### config.mk
export PLATFORM = sky130hd
export DESIGN_NAME = cam_exp_search_ctrl
export DESIGN_NICKNAME = d
export VERILOG_FILES = /design/src/rtl/cam_exp_search_ctrl.sv
export SDC_FILE = /design/constraint.sdc
export NUM_CORES = 1
export LEC_CHECK = 0
export ABC_AREA = 0
export BUFFER_PORTS_ARGS = -buffer_cell sky130_fd_sc_hd__clkbuf_2
export CORE_UTILIZATION = 45
export CTS_CLUSTER_DIAMETER = 30
export DETAILED_ROUTE_END_ITERATION = 12
export PLACE_DENSITY_LB_ADDON = 0.25
export SLEW_MARGIN = 20
export SYNTH_ARGS = -nofsm -noshare
export SYNTH_HDL_FRONTEND = slang
export SYNTH_SLANG_ARGS = --single-unit
### constraint.sdc
create_clock -name CLK -period 7.6 [get_ports CLK]
set_input_delay 0.76 -clock CLK [delete_from_list [all_inputs] [get_ports CLK]]
set_output_delay 0.76 -clock CLK [all_outputs]
set_load 0.05 [all_outputs]
### src/rtl/cam_exp_search_ctrl.sv
// Purpose : sequences a bit-sliced exact-match key search on one CAM_Subarray_Exp
//           column group. It issues paired-row compares, AND-accumulates the tags
//           into a 32-bit match mask and can write that mask back to a result row.
// Latency : done at cycle P+2 after accept (P = KEY_BITS/2), or P+4 with write-back.
//           With CAM_EARLY_EXIT_EN defined, issue stops as soon as the mask is empty.
// Backpressure: none. start is a pulse and is only taken in IDLE; starts that
//           arrive while busy or in the DONE cycle are dropped, not queued.
//
// Optional feature macro: CAM_EARLY_EXIT_EN (early exit on an all-zero mask).
//
// Ports:
//   CLK, RSTN                       clock and synchronous active-low reset
//   start, key, wb_en               search request (key and wb_en sampled on accept)
//   busy, done                      status (busy cycle after accept through DONE)
//   match_mask/any/count            registered results, updated on entry to DONE
//   cam_*                           subarray control pins (this block is the only driver)
//   cam_tag_out                     subarray tags, valid one cycle after a compare
module cam_exp_search_ctrl #(
  parameter int KEY_BITS   = 8,
  parameter int BASE_ROW   = 0,
  parameter int RESULT_ROW = 31
) (
  input  logic                CLK,
  input  logic                RSTN,
  input  logic                start,
  input  logic [KEY_BITS-1:0] key,
  input  logic                wb_en,
  output logic                busy,
  output logic                done,
  output logic [31:0]         match_mask,
  output logic                match_any,
  output logic [5:0]          match_count,
  output logic                cam_chip_enable,
  output logic [2:0]          cam_operation_mode,
  output logic [9:0]          cam_cmp_addr,
  output logic [1:0]          cam_cmp_data,
  output logic                cam_addr_select,
  output logic                cam_acc_en,
  output logic                cam_update_signal,
  output logic [31:0]         cam_tag_in,
  output logic [5:0]          cam_ppg_addr,
  output logic [1:0]          cam_ppg_data,
  output logic [31:0]         cam_data_in,
  input  logic [31:0]         cam_tag_out
);

  // Elaboration-time parameter checks
  if ((KEY_BITS < 2) || (KEY_BITS > 16) || ((KEY_BITS % 2) != 0)) begin : g_err_key_bits
    $error("cam_exp_search_ctrl: KEY_BITS must be even and in 2..16");
  end
  if ((BASE_ROW < 0) || (BASE_ROW + KEY_BITS - 1 > 31)) begin : g_err_base_row
    $error("cam_exp_search_ctrl: key rows must lie within rows 0..31");
  end
  if ((RESULT_ROW < 0) || (RESULT_ROW > 31) ||
      ((RESULT_ROW >= BASE_ROW) && (RESULT_ROW <= BASE_ROW + KEY_BITS - 1))) begin : g_err_result_row
    $error("cam_exp_search_ctrl: RESULT_ROW must be 0..31 and outside the key rows");
  end

  localparam logic [4:0] BASE5  = 5'(BASE_ROW);
  localparam logic [4:0] RES5   = 5'(RESULT_ROW);
  localparam logic [3:0] LAST_P = 4'(KEY_BITS / 2 - 1);

  localparam logic [2:0] MODE_CMP = 3'b100;
  localparam logic [2:0] MODE_WR  = 3'b001;

  typedef enum logic [2:0] {
    S_IDLE,
    S_ISSUE,
    S_DRAIN,
    S_WB_CLR,
    S_WB_SET,
    S_DONE
  } state_t;

  state_t              r_state;
  logic [KEY_BITS-1:0] r_key;
  logic                r_wb;
  logic [3:0]          r_p;       // pair currently on the subarray pins
  logic                r_iss_vld; // a compare was issued last cycle; its tag is on cam_tag_out
  logic [31:0]         r_acc;

  logic [31:0]         w_acc_nxt;
  logic [3:0]          w_pair;
  logic [KEY_BITS-1:0] w_src_key;
  logic [KEY_BITS-1:0] w_kshift;
  logic [4:0]          w_row_lo;
  logic [4:0]          w_row_hi;
  logic [5:0]          w_popcnt;
  logic                w_early;

  // Pin-driving outputs are registered, so everything below describes the
  // pair that will be on the pins in the *next* cycle.
  always_comb begin
    w_acc_nxt = r_iss_vld ? (r_acc & cam_tag_out) : r_acc;
    w_pair    = (r_state == S_IDLE) ? 4'd0 : (r_p + 4'd1);
    w_src_key = (r_state == S_IDLE) ? key : r_key;
    w_kshift  = w_src_key >> {w_pair, 1'b0};
    w_row_lo  = BASE5 + {w_pair, 1'b0};
    w_row_hi  = w_row_lo + 5'd1;
    w_popcnt  = '0;
    for (int i = 0; i < 32; i++) begin
      w_popcnt = w_popcnt + 6'(w_acc_nxt[i]);
    end
  end

`ifdef CAM_EARLY_EXIT_EN
  // An empty mask can never recover under AND, so further compares are wasted.
  assign w_early = r_iss_vld && (w_acc_nxt == '0);
`else
  assign w_early = 1'b0;
`endif

  assign cam_addr_select = 1'b0;
  assign cam_acc_en      = 1'b0;
  assign cam_ppg_addr    = '0;
  assign cam_ppg_data    = '0;
  assign cam_data_in     = '0;

  always_ff @(posedge CLK) begin
    if (!RSTN) begin
      r_state            <= S_IDLE;
      r_key              <= '0;
      r_wb               <= 1'b0;
      r_p                <= '0;
      r_iss_vld          <= 1'b0;
      r_acc              <= '1;
      busy               <= 1'b0;
      done               <= 1'b0;
      match_mask         <= '0;
      match_any          <= 1'b0;
      match_count        <= '0;
      cam_chip_enable    <= 1'b0;
      cam_operation_mode <= '0;
      cam_cmp_addr       <= '0;
      cam_cmp_data       <= '0;
      cam_update_signal  <= 1'b0;
      cam_tag_in         <= '0;
    end else begin
      r_iss_vld          <= (r_state == S_ISSUE);
      r_acc              <= w_acc_nxt;
      done               <= 1'b0;
      cam_chip_enable    <= 1'b0;
      cam_operation_mode <= '0;
      cam_cmp_addr       <= '0;
      cam_cmp_data       <= '0;
      cam_update_signal  <= 1'b0;
      cam_tag_in         <= '0;

      case (r_state)
        S_IDLE: begin
          if (start) begin
            r_key              <= key;
            r_wb               <= wb_en;
            r_acc              <= '1;
            r_p                <= '0;
            busy               <= 1'b1;
            r_state            <= S_ISSUE;
            cam_chip_enable    <= 1'b1;
            cam_operation_mode <= MODE_CMP;
            cam_cmp_addr       <= {w_row_hi, w_row_lo};
            cam_cmp_data       <= w_kshift[1:0];
          end
        end

        S_ISSUE: begin
          if ((r_p == LAST_P) || w_early) begin
            r_state <= S_DRAIN;
          end else begin
            r_p                <= w_pair;
            cam_chip_enable    <= 1'b1;
            cam_operation_mode <= MODE_CMP;
            cam_cmp_addr       <= {w_row_hi, w_row_lo};
            cam_cmp_data       <= w_kshift[1:0];
          end
        end

        S_DRAIN: begin
          if (r_wb) begin
            // Two-step write-back: clear the non-matching bits, then set the matching ones.
            r_state            <= S_WB_CLR;
            cam_chip_enable    <= 1'b1;
            cam_operation_mode <= MODE_WR;
            cam_cmp_addr       <= {5'd0, RES5};
            cam_tag_in         <= ~w_acc_nxt;
            cam_update_signal  <= 1'b0;
          end else begin
            r_state     <= S_DONE;
            done        <= 1'b1;
            match_mask  <= w_acc_nxt;
            match_any   <= |w_acc_nxt;
            match_count <= w_popcnt;
          end
        end

        S_WB_CLR: begin
          r_state            <= S_WB_SET;
          cam_chip_enable    <= 1'b1;
          cam_operation_mode <= MODE_WR;
          cam_cmp_addr       <= {5'd0, RES5};
          cam_tag_in         <= w_acc_nxt;
          cam_update_signal  <= 1'b1;
        end

        S_WB_SET: begin
          r_state     <= S_DONE;
          done        <= 1'b1;
          match_mask  <= w_acc_nxt;
          match_any   <= |w_acc_nxt;
          match_count <= w_popcnt;
        end

        S_DONE: begin
          busy    <= 1'b0;
          r_state <= S_IDLE;
        end

        default: begin
          busy    <= 1'b0;
          r_state <= S_IDLE;
        end
      endcase
    end
  end

endmodule

==> results of run 1 <==
## metrics by stage
step                instances  power (mW)  hold slack, ps  cell area [um2]
CTS                       989        2.54             455             7280
finish                    989        2.53             453             7280
global placement          957        1.72             440             6720
floorplan                 715        1.57             433             6260
global route              989        2.71             472             7280
detailed placement        957        1.76             448             6720
## registers in the layout, indices dropped and copies added (netlist names)
register	cells
r_key	8
cam_chip_enable	1
r_acc	32
cam_cmp_data	2
match_mask	32
match_count	6
r_wb	1
done	1
r_p	4
match_any	1
r_state	3
r_iss_vld	1
cam_cmp_addr	10
cam_update_signal	1
cam_tag_in	32
busy	1
## power by group through the flow
stage / logic [mW] / registers (mW) / clock network (mW)
floorplan: 0.643 / 0.930 / 0
global placement: 0.911 / 0.812 / 0
detailed placement: 0.949 / 0.813 / 0
CTS: 0.958 / 0.798 / 0.779
global route: 1.09 / 0.804 / 0.822
finish: 0.968 / 0.798 / 0.768
## final timing paths
check / endpoint / slack, ps
max: match_count[4] / 1650
min: match_mask[20] / 450
max reg2reg: match_count[4] / 1650
min reg2reg: match_mask[20] / 450
## cells in the mapped netlist, types with 15 or more instances
library cell,instances,area [um2]
a21oi_1,56,280
buf_2,15,75.1
buf_4,49,368
dfxtp_1,136,2720
fa_1,24,480
inv_1,41,154
mux2i_1,31,310
nand2_1,90,338
nand2b_1,20,125
nor2_1,77,289
o21ai_0,24,120
o21ai_1,18,90.1
## area by class of cell
cell class | count | area [um2]
Tap cell | 176 | 220
Fill cell | 1242 | 5960
Timing Repair Buffer | 145 | 758
Multi-Input combinational cell | 458 | 2870
Clock inverter | 13 | 105
Inverter | 42 | 158
Clock buffer | 19 | 453
Sequential cell | 136 | 2720
## routing by layer
layer	share of wire, %	up-vias
li1	-	2367
met1	45	2330
met2	46	220
met3	7.3	17
met4	1.4	0
met5	0	-
## kinds of logic (layout without fill, tap and decap cells)
group	Yosys count	in the layout	synth area share, %
other	1	43	0.0615
flip-flops	136	136	44.6
AO/OA/AOI/OAI	124	124	11.5
XOR/XNOR	5	5	0.718
buffers and inverters	121	219	11.3
adder cells (fa/ha/maj)	33	33	9.72
AND/OR/NAND/NOR	219	219	16.1
multiplexers	34	34	6.01
## worst max-delay path, stage by stage (launching register included)
cell and delay [ps]:
dfxtp_1 380, inv_2 240, o21ai_0 670, inv_1 150, fa_1 560, inv_1 50, fa_1 500, fa_1 450
fa_1 550, fa_1 440, fa_1 500, inv_1 50, ha_1 200, fa_1 410, a21o_1 170, a21oi_1 190
xnor2_1 150, nand2_1 70, a21oi_1 170
==> results.sh, run 1 <==
export IMPL_outcome="complete, no violations"
export IMPL_tightest_slew_ps=934
export IMPL_die_area_um2=14000
export IMPL_overflow=0
export IMPL_grt_use_total_pct=23.5
export IMPL_routedWlPerCell_um=16.1
export IMPL_start_util_pct=46.1
export IMPL_post_cts_repair_setup_buffers=0
export IMPL_layout_min_cycle_time_ps=5950
export IMPL_maxSlewHeadroom_pct=37.1
export IMPL_ys_flop_type="dfxtp_1"
export IMPL_slew_viol_final=0
export IMPL_grt_max_degree=53
export IMPL_max_cap_violations=0
export IMPL_clock_power_share_pct=30.3
export IMPL_synth_area_um2=6100
export IMPL_synthArstFlopShare_pct=0
export IMPL_die_w_um=118
export IMPL_setup_tns_final_ps=0
export IMPL_hold_violations=0
export IMPL_antenna_cells=0
export IMPL_switching_power_mw=0.962
export IMPL_grt_busiest_layer="met2"
export IMPL_syn2layout_area_growth_pct=19.3
export IMPL_syn_avg_cell_area_um2=9.07
export IMPL_yosysUniqueCellTypes=48
export IMPL_place_hpwl_um=11400
export IMPL_clkTransAtPathRegs_ps=60
export IMPL_power_leakage_nw=3.16
export IMPL_wl_um=15900
export IMPL_first_global_vias=4638
export IMPL_dieHeight_um=118
export IMPL_syn_inst=673
export IMPL_p_int_mw=1.57
export IMPL_start_kind="register"
export IMPL_utilization_pct=55.0
export IMPL_antenna_found_initial=0
export IMPL_cp_startpoint="r_iss_vld"
export IMPL_ir_worst_vdd_uv=226
export IMPL_arrival_ps=6300
export IMPL_power_density_nw_per_um2=348
export IMPL_drt_iter0_markers=490
export IMPL_finalCritPeriodShare_pct=78.3
export IMPL_cp_required_ps=7950
export IMPL_drive_gt1_share_pct=24.0
export IMPL_viasPerCell=4.99
export IMPL_hold_depth=2
export IMPL_r2r_start="r_iss_vld"
export IMPL_grt_pass1_wl_um=25100
export IMPL_yosysSeqAreaShare_pct=44.6
export IMPL_rsz0062_at_grt="false"
export IMPL_route_antenna_remaining_nets=0
export IMPL_use_met2_pct=35.4
export IMPL_hold_class="reg2reg"
export IMPL_grtUsageMet1_pct=32.6
export IMPL_num_rows=42
export IMPL_vias=4934
export IMPL_ios=176
export IMPL_synth_edff_count=0
export IMPL_ctsLongestPathBuffers=2
export IMPL_cts_tree="yes"
export IMPL_clock_latency_ps=420
export IMPL_cts_resized=0
export IMPL_cts_hold_buf=0
export IMPL_cts_sinks=136
export IMPL_timing_final_ws_setup_ps=1650
export IMPL_dp_slack_ps=1540
export IMPL_yosysWarningCount=0
export IMPL_worstPathMaxFanout=32
export IMPL_hold_start="match_mask[20]"
export IMPL_skew_ps=7.02
export IMPL_endpoint_kind="register"
export IMPL_critPathKind="reg2reg"
export IMPL_layout_common_cells="136 x dfxtp_1, 132 x clkbuf_2, 90 x nand2_1, 76 x nor2_1, 56 x a21oi_1"
export IMPL_drc=0
export IMPL_grtUsageMet3_pct=6.71
export IMPL_share_seq_of_total_power_pct=31.5
export IMPL_max_freq_mhz=168
export IMPL_pwr_share_comb_pct=38.2
export IMPL_final_common_cell="dfxtp_1"
export IMPL_setup_viol=0
export IMPL_gp_congestion=0.894
export IMPL_r2r_cells=18
export IMPL_sw_frac_of_total_pct=38.0
export IMPL_cts_root_buf="clkbuf_16"
export IMPL_drt_first_pass_iters=5
export IMPL_core_um2=13200
export IMPL_synth_ff_latch_count=136
export IMPL_cts_buffers=17
export IMPL_layout_nets=877
export IMPL_htreeDepth=4
export IMPL_port_buffers=132
Note: power is estimated with default switching activity, not from simulation.
==> run 2: changes to the inputs <==
--- a/config.mk
+++ b/config.mk
@@ -5,7 +5,7 @@
 export SDC_FILE = /design/constraint.sdc
 export NUM_CORES = 1
 export LEC_CHECK = 0
-export ABC_AREA = 0
+export ABC_AREA = 1
 export BUFFER_PORTS_ARGS = -buffer_cell sky130_fd_sc_hd__clkbuf_2
 export CORE_UTILIZATION = 45
 export CTS_CLUSTER_DIAMETER = 30
==> constraint.sdc (replaced) <==
create_clock -name CLK -period 5.15 [get_ports CLK]
set_input_delay 0.515 -clock CLK [delete_from_list [all_inputs] [get_ports CLK]]
set_output_delay 0.515 -clock CLK [all_outputs]
set_load 0.05 [all_outputs]
==> run 2 against run 1 <==
Effect of this change: final cell count grew 6.5%; fmax grew 22%; die area shrank 1.2%; total power grew 60%; global-route usage shrank 2.0 points; core utilization grew 2.8 points; synthesized area shrank 1.2%; sequential power grew 50%.
==> results.sh, run 2 <==
export IMPL_die_area_um2=13900
export IMPL_synthArstFlopShare_pct=0
export IMPL_cts_tree="yes"
export IMPL_final_cells=1053
export IMPL_finalCritPeriodShare_pct=94.7
export IMPL_synth_ff_latch_count=136
export IMPL_synth_area_um2=6030
export IMPL_dieHeight_um=118
export IMPL_cts_root_buf="clkbuf_16"
export IMPL_top_regs="cam_tag_in x32, match_mask x32, r_acc x32"
export IMPL_yosysUniqueCellTypes=37
export IMPL_sw_frac_of_total_pct=37.5
export IMPL_hold_class="in2reg"
export IMPL_layout_min_cycle_time_ps=4880
export IMPL_route_antenna_remaining_nets=0
export IMPL_syn_inst=720
export IMPL_gp_congestion=0.811
export IMPL_critPathKind="reg2reg"
export IMPL_r2r_start="r_iss_vld"
export IMPL_routed_wl_met2_um=6310
export IMPL_ios=176
export IMPL_clock_latency_ps=420
export IMPL_slew_viol_final=0
export IMPL_netlist_area_leader_share_pct=45.2
export IMPL_antenna_found_initial=0
export IMPL_arrival_ps=5190
export IMPL_clkTransAtPathRegs_ps=50
export IMPL_r2r_cells=18
export IMPL_critical_path_max_stage_delay_ps=540
export IMPL_drive_gt1_share_pct=26.0
export IMPL_yosysWarningCount=0
export IMPL_cp_startpoint="r_iss_vld"
export IMPL_p_int_mw=2.53
export IMPL_path_cells="inv_2, buf_12, o21ai_2, fa_1, fa_1, fa_1, fa_1, fa_1, fa_1, inv_1, ha_2, fa_2, nand2_1, nand2_1, a21oi_2, xnor2_1, o21ai_1, inv_1"
export IMPL_overflow=0
export IMPL_rrSetupSlack_ps=270
export IMPL_first_global_vias=4683
export IMPL_start_util_pct=47.0
export IMPL_drt_iter0_markers=246
export IMPL_grt_use_total_pct=21.5
export IMPL_drt_first_pass_iters=4
export IMPL_core_um2=12800
export IMPL_max_cap_violations=0
export IMPL_endpoint_kind="register"
export IMPL_hold_violations=0
export IMPL_num_rows=41
export IMPL_rsz0062_at_grt="false"
export IMPL_start_kind="register"
export IMPL_vias=4840
export IMPL_yosysSeqAreaShare_pct=45.2
export IMPL_syn2layout_area_growth_pct=23.0
export IMPL_share_seq_of_total_power_pct=29.6
export IMPL_crit_slowest_cell="fa_1"
export IMPL_synth_top_area_cell="dfxtp_1"
export IMPL_dp_slack_ps=-54.6
export IMPL_skew_ps=8.39
export IMPL_setup_viol=0
export IMPL_hold_end="r_key[7]"
export IMPL_worstPathMaxFanout=12
export IMPL_cts_sinks=136
export IMPL_layout_common_cells="135 x dfxtp_1, 132 x clkbuf_2, 110 x inv_1, 107 x nand2_1, 61 x a21oi_1"
export IMPL_yosysMostFrequentCell="dfxtp_1"
export IMPL_layout_nets=945
export IMPL_wl_met3_um=768
export IMPL_ys_flop_type="dfxtp_1"
export IMPL_switching_power_mw=1.52
export IMPL_cts_buffers=17
export IMPL_syn_avg_cell_area_um2=8.37
export IMPL_cp_required_ps=5470
export IMPL_synth_edff_count=0
export IMPL_met1Wirelength_um=6690
export IMPL_outcome="complete, no violations"
export IMPL_ys_top_cells_by_count="136 x dfxtp_1, 110 x inv_1, 107 x nand2_1"
export IMPL_cp_common_cell="fa_1"
export IMPL_grt_pass1_wl_um=23100
export IMPL_highest_signal_layer="met4"
export IMPL_dpl_cell_count=1014
export IMPL_maxSlewHeadroom_pct=47.2
export IMPL_timing_final_ws_setup_ps=275
export IMPL_port_buffers=132
export IMPL_hold_ws_ps=324
export IMPL_hold_start="key[7]"
export IMPL_power_leakage_nw=3.69
export IMPL_final_common_cell="dfxtp_1"
export IMPL_power_density_nw_per_um2=545
export IMPL_drc=0
export IMPL_ir_worst_vdd_uv=325
export IMPL_r2r_end="match_count[4]"
export IMPL_die_w_um=118
export IMPL_htreeDepth=4
export IMPL_max_freq_mhz=205
export IMPL_pwr_share_comb_pct=39.8
export IMPL_ctsLongestPathBuffers=2
export IMPL_cts_hold_buf=0
export IMPL_routedWlPerCell_um=13.3
export IMPL_ys_top_cells_by_area="dfxtp_1 45%, fa_1 8.0%, inv_1 6.8%"
export IMPL_place_hpwl_um=9910
export IMPL_clock_power_share_pct=30.6
export IMPL_hold_depth=3
export IMPL_wl_um=14100
export IMPL_antenna_cells=0
export IMPL_tightest_slew_ps=790
export IMPL_viasPerCell=4.60
export IMPL_total_power_mw=4.04
export IMPL_grt_max_degree=74
-- run 2: kinds of logic (layout without fill, tap and decap cells) --
| kind of cell | after synthesis | in the layout | synth area share, % |
|---|---|---|---|
| simple gates | 179 | 179 | 12.3 |
| buf+inv | 193 | 312 | 15.9 |
| fa+ha+maj | 33 | 33 | 9.84 |
| other cells | 1 | 43 | 0.0622 |
| flops | 136 | 136 | 45.2 |
| compound gates | 174 | 174 | 16.1 |
| xor+xnor | 4 | 4 | 0.581 |
-- run 2: worst max-delay path by stage --
stage                           to  slack [ps]
CTS                 match_count[4]          60
detailed placement  match_count[4]         -50
global placement    match_count[4]         -50
floorplan           match_count[4]          50
global route        match_count[4]          10
finish              match_count[4]         270
-- run 2: power groups by stage --
stage	sequential [mW]	combinational (mW)	clock (mW)
after floorplan	1.46	0.988	0
after global placement	1.22	1.52	0
after detailed placement	1.22	1.55	0
after CTS	1.20	1.57	1.25
after global routing	1.21	1.83	1.30
final	1.20	1.61	1.24
-- run 2: layout make-up --
class,instances,area (um2)
clock buffers,24,482
clock inverters,8,119
fillers,1200,5410
inverters,118,448
multi-input cells,433,2520
flip-flops and latches,136,2730
well taps,172,215
repair buffers,162,900
-- run 2: metal layers --
| layer | track usage, % | up-vias |
|---|---|---|
| li1 | - | 2492 |
| met1 | 28.2 | 2178 |
| met4 | 9.62 | 0 |
| met5 | 0 | - |
| met2 | 33.2 | 146 |
| met3 | 5.72 | 24 |
-- run 2: stage by stage --
step	cell area (um2)	setup TNS, ps	utilization, %
after global placement	6730	-53.6	52.5
final	7410	0	57.8
after CTS	7330	0	57.2
after detailed placement	6730	-54.6	52.5
after global routing	7410	0	57.8
after floorplan	6190	0	-
-- run 2: critical path, delay by kind of cell (launching register included) --
family	cells	cell delay (ps)
xor gates and xnor gates	1	70
DFF	1	350
buffers and inverters	4	380
and+or+nand+nor	2	130
AOI/OAI and AO/OA	3	330
adders and majority gates	8	3490
-- run 2: what timing repair did --
item / 4_1_cts / 5_1_grt
buffers inserted: 0 / 6
endpoints found under the setup margin: 0 / 4
gates resized for setup: 0 / 12
==> run 3: changes to the inputs <==
--- a/config.mk
+++ b/config.mk
@@ -8,6 +8,7 @@
 export ABC_AREA = 1
 export BUFFER_PORTS_ARGS = -buffer_cell sky130_fd_sc_hd__clkbuf_2
 export CORE_UTILIZATION = 45
+export CTS_BUF_LIST = sky130_fd_sc_hd__clkbuf_8
 export CTS_CLUSTER_DIAMETER = 30
 export DETAILED_ROUTE_END_ITERATION = 12
 export PLACE_DENSITY_LB_ADDON = 0.25
==> run 3 against run 2 <==
Effect of this change: sequential cell count is the same; combinational power barely moved; die area unchanged; cell area shrank 3.1%; first-iteration DRC count increased by 3.3%; via count fell by 0.50%; fmax is 0.17% lower; clock power fell by 27%; final cell count down 0.47%; core utilization down 1.8 points; critical path depth unchanged; sequential share of layout area is 1.2 points higher; critical path type unchanged; highest routed layer unchanged.
==> results.sh, run 3 (synthesis results as in run 2) <==
export IMPL_outcome="complete, no violations"
export IMPL_port_buffers=132
export IMPL_r2r_start="r_iss_vld"
export IMPL_arrival_ps=5230
export IMPL_die_area_um2=13900
export IMPL_cts_buffers=17
export IMPL_num_rows=41
export IMPL_crit_end="match_count[4]"
export IMPL_grt_use_total_pct=21.2
export IMPL_wl_um=13800
export IMPL_max_freq_mhz=205
export IMPL_drc=0
export IMPL_ios=176
export IMPL_finalCritPeriodShare_pct=94.8
export IMPL_cts_root_buf="clkbuf_8"
export IMPL_r2r_end="match_count[4]"
export IMPL_ir_worst_vdd_uv=360
export IMPL_cts_hold_buf=0
export IMPL_power_leakage_nw=3.60
export IMPL_top_regs="cam_tag_in x32, match_mask x32, r_acc x32"
export IMPL_clkTransAtPathRegs_ps=70
export IMPL_cts_sinks=136
export IMPL_max_cap_violations=0
export IMPL_route_antenna_remaining_nets=0
export IMPL_final_common_cell="dfxtp_1"
export IMPL_place_hpwl_um=9910
export IMPL_antenna_cells=0
export IMPL_place_area_um2=6730
export IMPL_layout_nets=940
export IMPL_skew_ps=8.38
export IMPL_grt_max_degree=74
export IMPL_overflow=0
export IMPL_htreeDepth=4
export IMPL_syn2layout_area_growth_pct=19.2
export IMPL_clock_latency_ps=450
export IMPL_setup_tns_final_ps=0
export IMPL_antenna_found_initial=0
export IMPL_critPathKind="reg2reg"
export IMPL_drt_first_pass_iters=5
export IMPL_hold_violations=0
export IMPL_total_power_mw=3.70
export IMPL_power_density_nw_per_um2=515
export IMPL_layout_common_cells="135 x dfxtp_1, 132 x clkbuf_2, 114 x inv_1, 107 x nand2_1, 61 x a21oi_1"
export IMPL_cts_tree="yes"
export IMPL_slew_viol_final=0
export IMPL_cp_required_ps=5490
export IMPL_tightest_slew_ps=774
export IMPL_core_um2=12800
export IMPL_drt_iter0_markers=254
export IMPL_rrSetupSlack_ps=270
export IMPL_cp_startpoint="r_iss_vld"
export IMPL_setup_viol=0
export IMPL_first_global_vias=4624
export IMPL_ctsLongestPathBuffers=2
export IMPL_grt_pass1_wl_um=22700
export IMPL_die_w_um=118
export IMPL_routedWlPerCell_um=13.2
export IMPL_gp_congestion=0.811
export IMPL_rsz0062_at_grt="false"
export IMPL_start_util_pct=47.0
export IMPL_endpoint_kind="register"
export IMPL_dieHeight_um=118
export IMPL_viasPerCell=4.60
export IMPL_hold_ws_ps=300
export IMPL_hold_class="in2reg"
export IMPL_vias=4816
export IMPL_start_kind="register"
export IMPL_design_area_um2=7180
export IMPL_drive_gt1_share_pct=25.6
export IMPL_r2r_cells=18
export IMPL_layout_min_cycle_time_ps=4880
export IMPL_worstPathMaxFanout=16
export IMPL_maxSlewHeadroom_pct=48.3
run 3: cell types whose count changed in the layout (fill, tap and decap cells not counted), sizes merged:
cell and delta:
clkbuf -4, inv +4, buf -5
run 3: layer usage:
metal | part of all wire, % | vias up | track usage [%]
met5 | 0 | - | 0
met4 | 1.8 | 0 | 8.49
met3 | 6.0 | 19 | 5.38
met2 | 45 | 151 | 32.7
met1 | 47 | 2161 | 28.2
li1 | - | 2485 | -
run 3: worst min path at each step:
stage | startpoint | to | depth (start not counted)
finish | key[7] | r_key[7] | 3
global route | wb_en | r_wb | 3
CTS | key[7] | r_key[7] | 3
detailed placement | r_key[1] | r_key[1] | 2
global placement | r_key[1] | r_key[1] | 2
floorplan | r_key[0] | r_key[0] | 2
run 3: layout make-up:
class	instances	area, um2
Clock buffer	20	275
Multi-Input combinational cell	433	2520
Sequential cell	136	2720
Tap cell	172	215
Inverter	118	448
Timing Repair Buffer	157	862
Clock inverter	12	134
Fill cell	1221	5640
run 3: stage by stage:
| stage | setup slack (ps) | util [%] | instances |
|---|---|---|---|
| finish | 266 | 56.0 | 1048 |
| global route | 1.30 | 56.0 | 1048 |
| CTS | 69.6 | 55.7 | 1046 |
| detailed placement | -54.6 | 52.5 | 1014 |
| global placement | -53.6 | 52.5 | 1014 |
| floorplan | 54.9 | - | 762 |
run 3: where the power goes:
part | switching (mW) | total, mW | leakage (nW) | internal, mW
logic | 1.02 | 1.60 | 2.27 | 0.575
registers | 0.0465 | 1.19 | 1.11 | 1.15
clock network | 0.399 | 0.907 | 0.227 | 0.508
run 3: worst max-delay path, cell delays in order, from the launching register on:
cell,delay (ps)
dfxtp_2,340
inv_2,130
buf_12,190
o21ai_2,90
fa_1,510
fa_1,540
fa_1,460
fa_1,540
fa_1,430
fa_1,490
inv_1,40
ha_2,180
fa_2,340
nand2_1,70
nand2_1,60
a21oi_2,150
xnor2_1,70
o21ai_1,110
inv_1,50
run 3: what timing repair did:
action / CTS / global route
resized for setup: 0 / 11
buffers inserted: 0 / 1
setup endpoints to repair: 0 / 3
endpoints found under the hold margin: 0 / 0
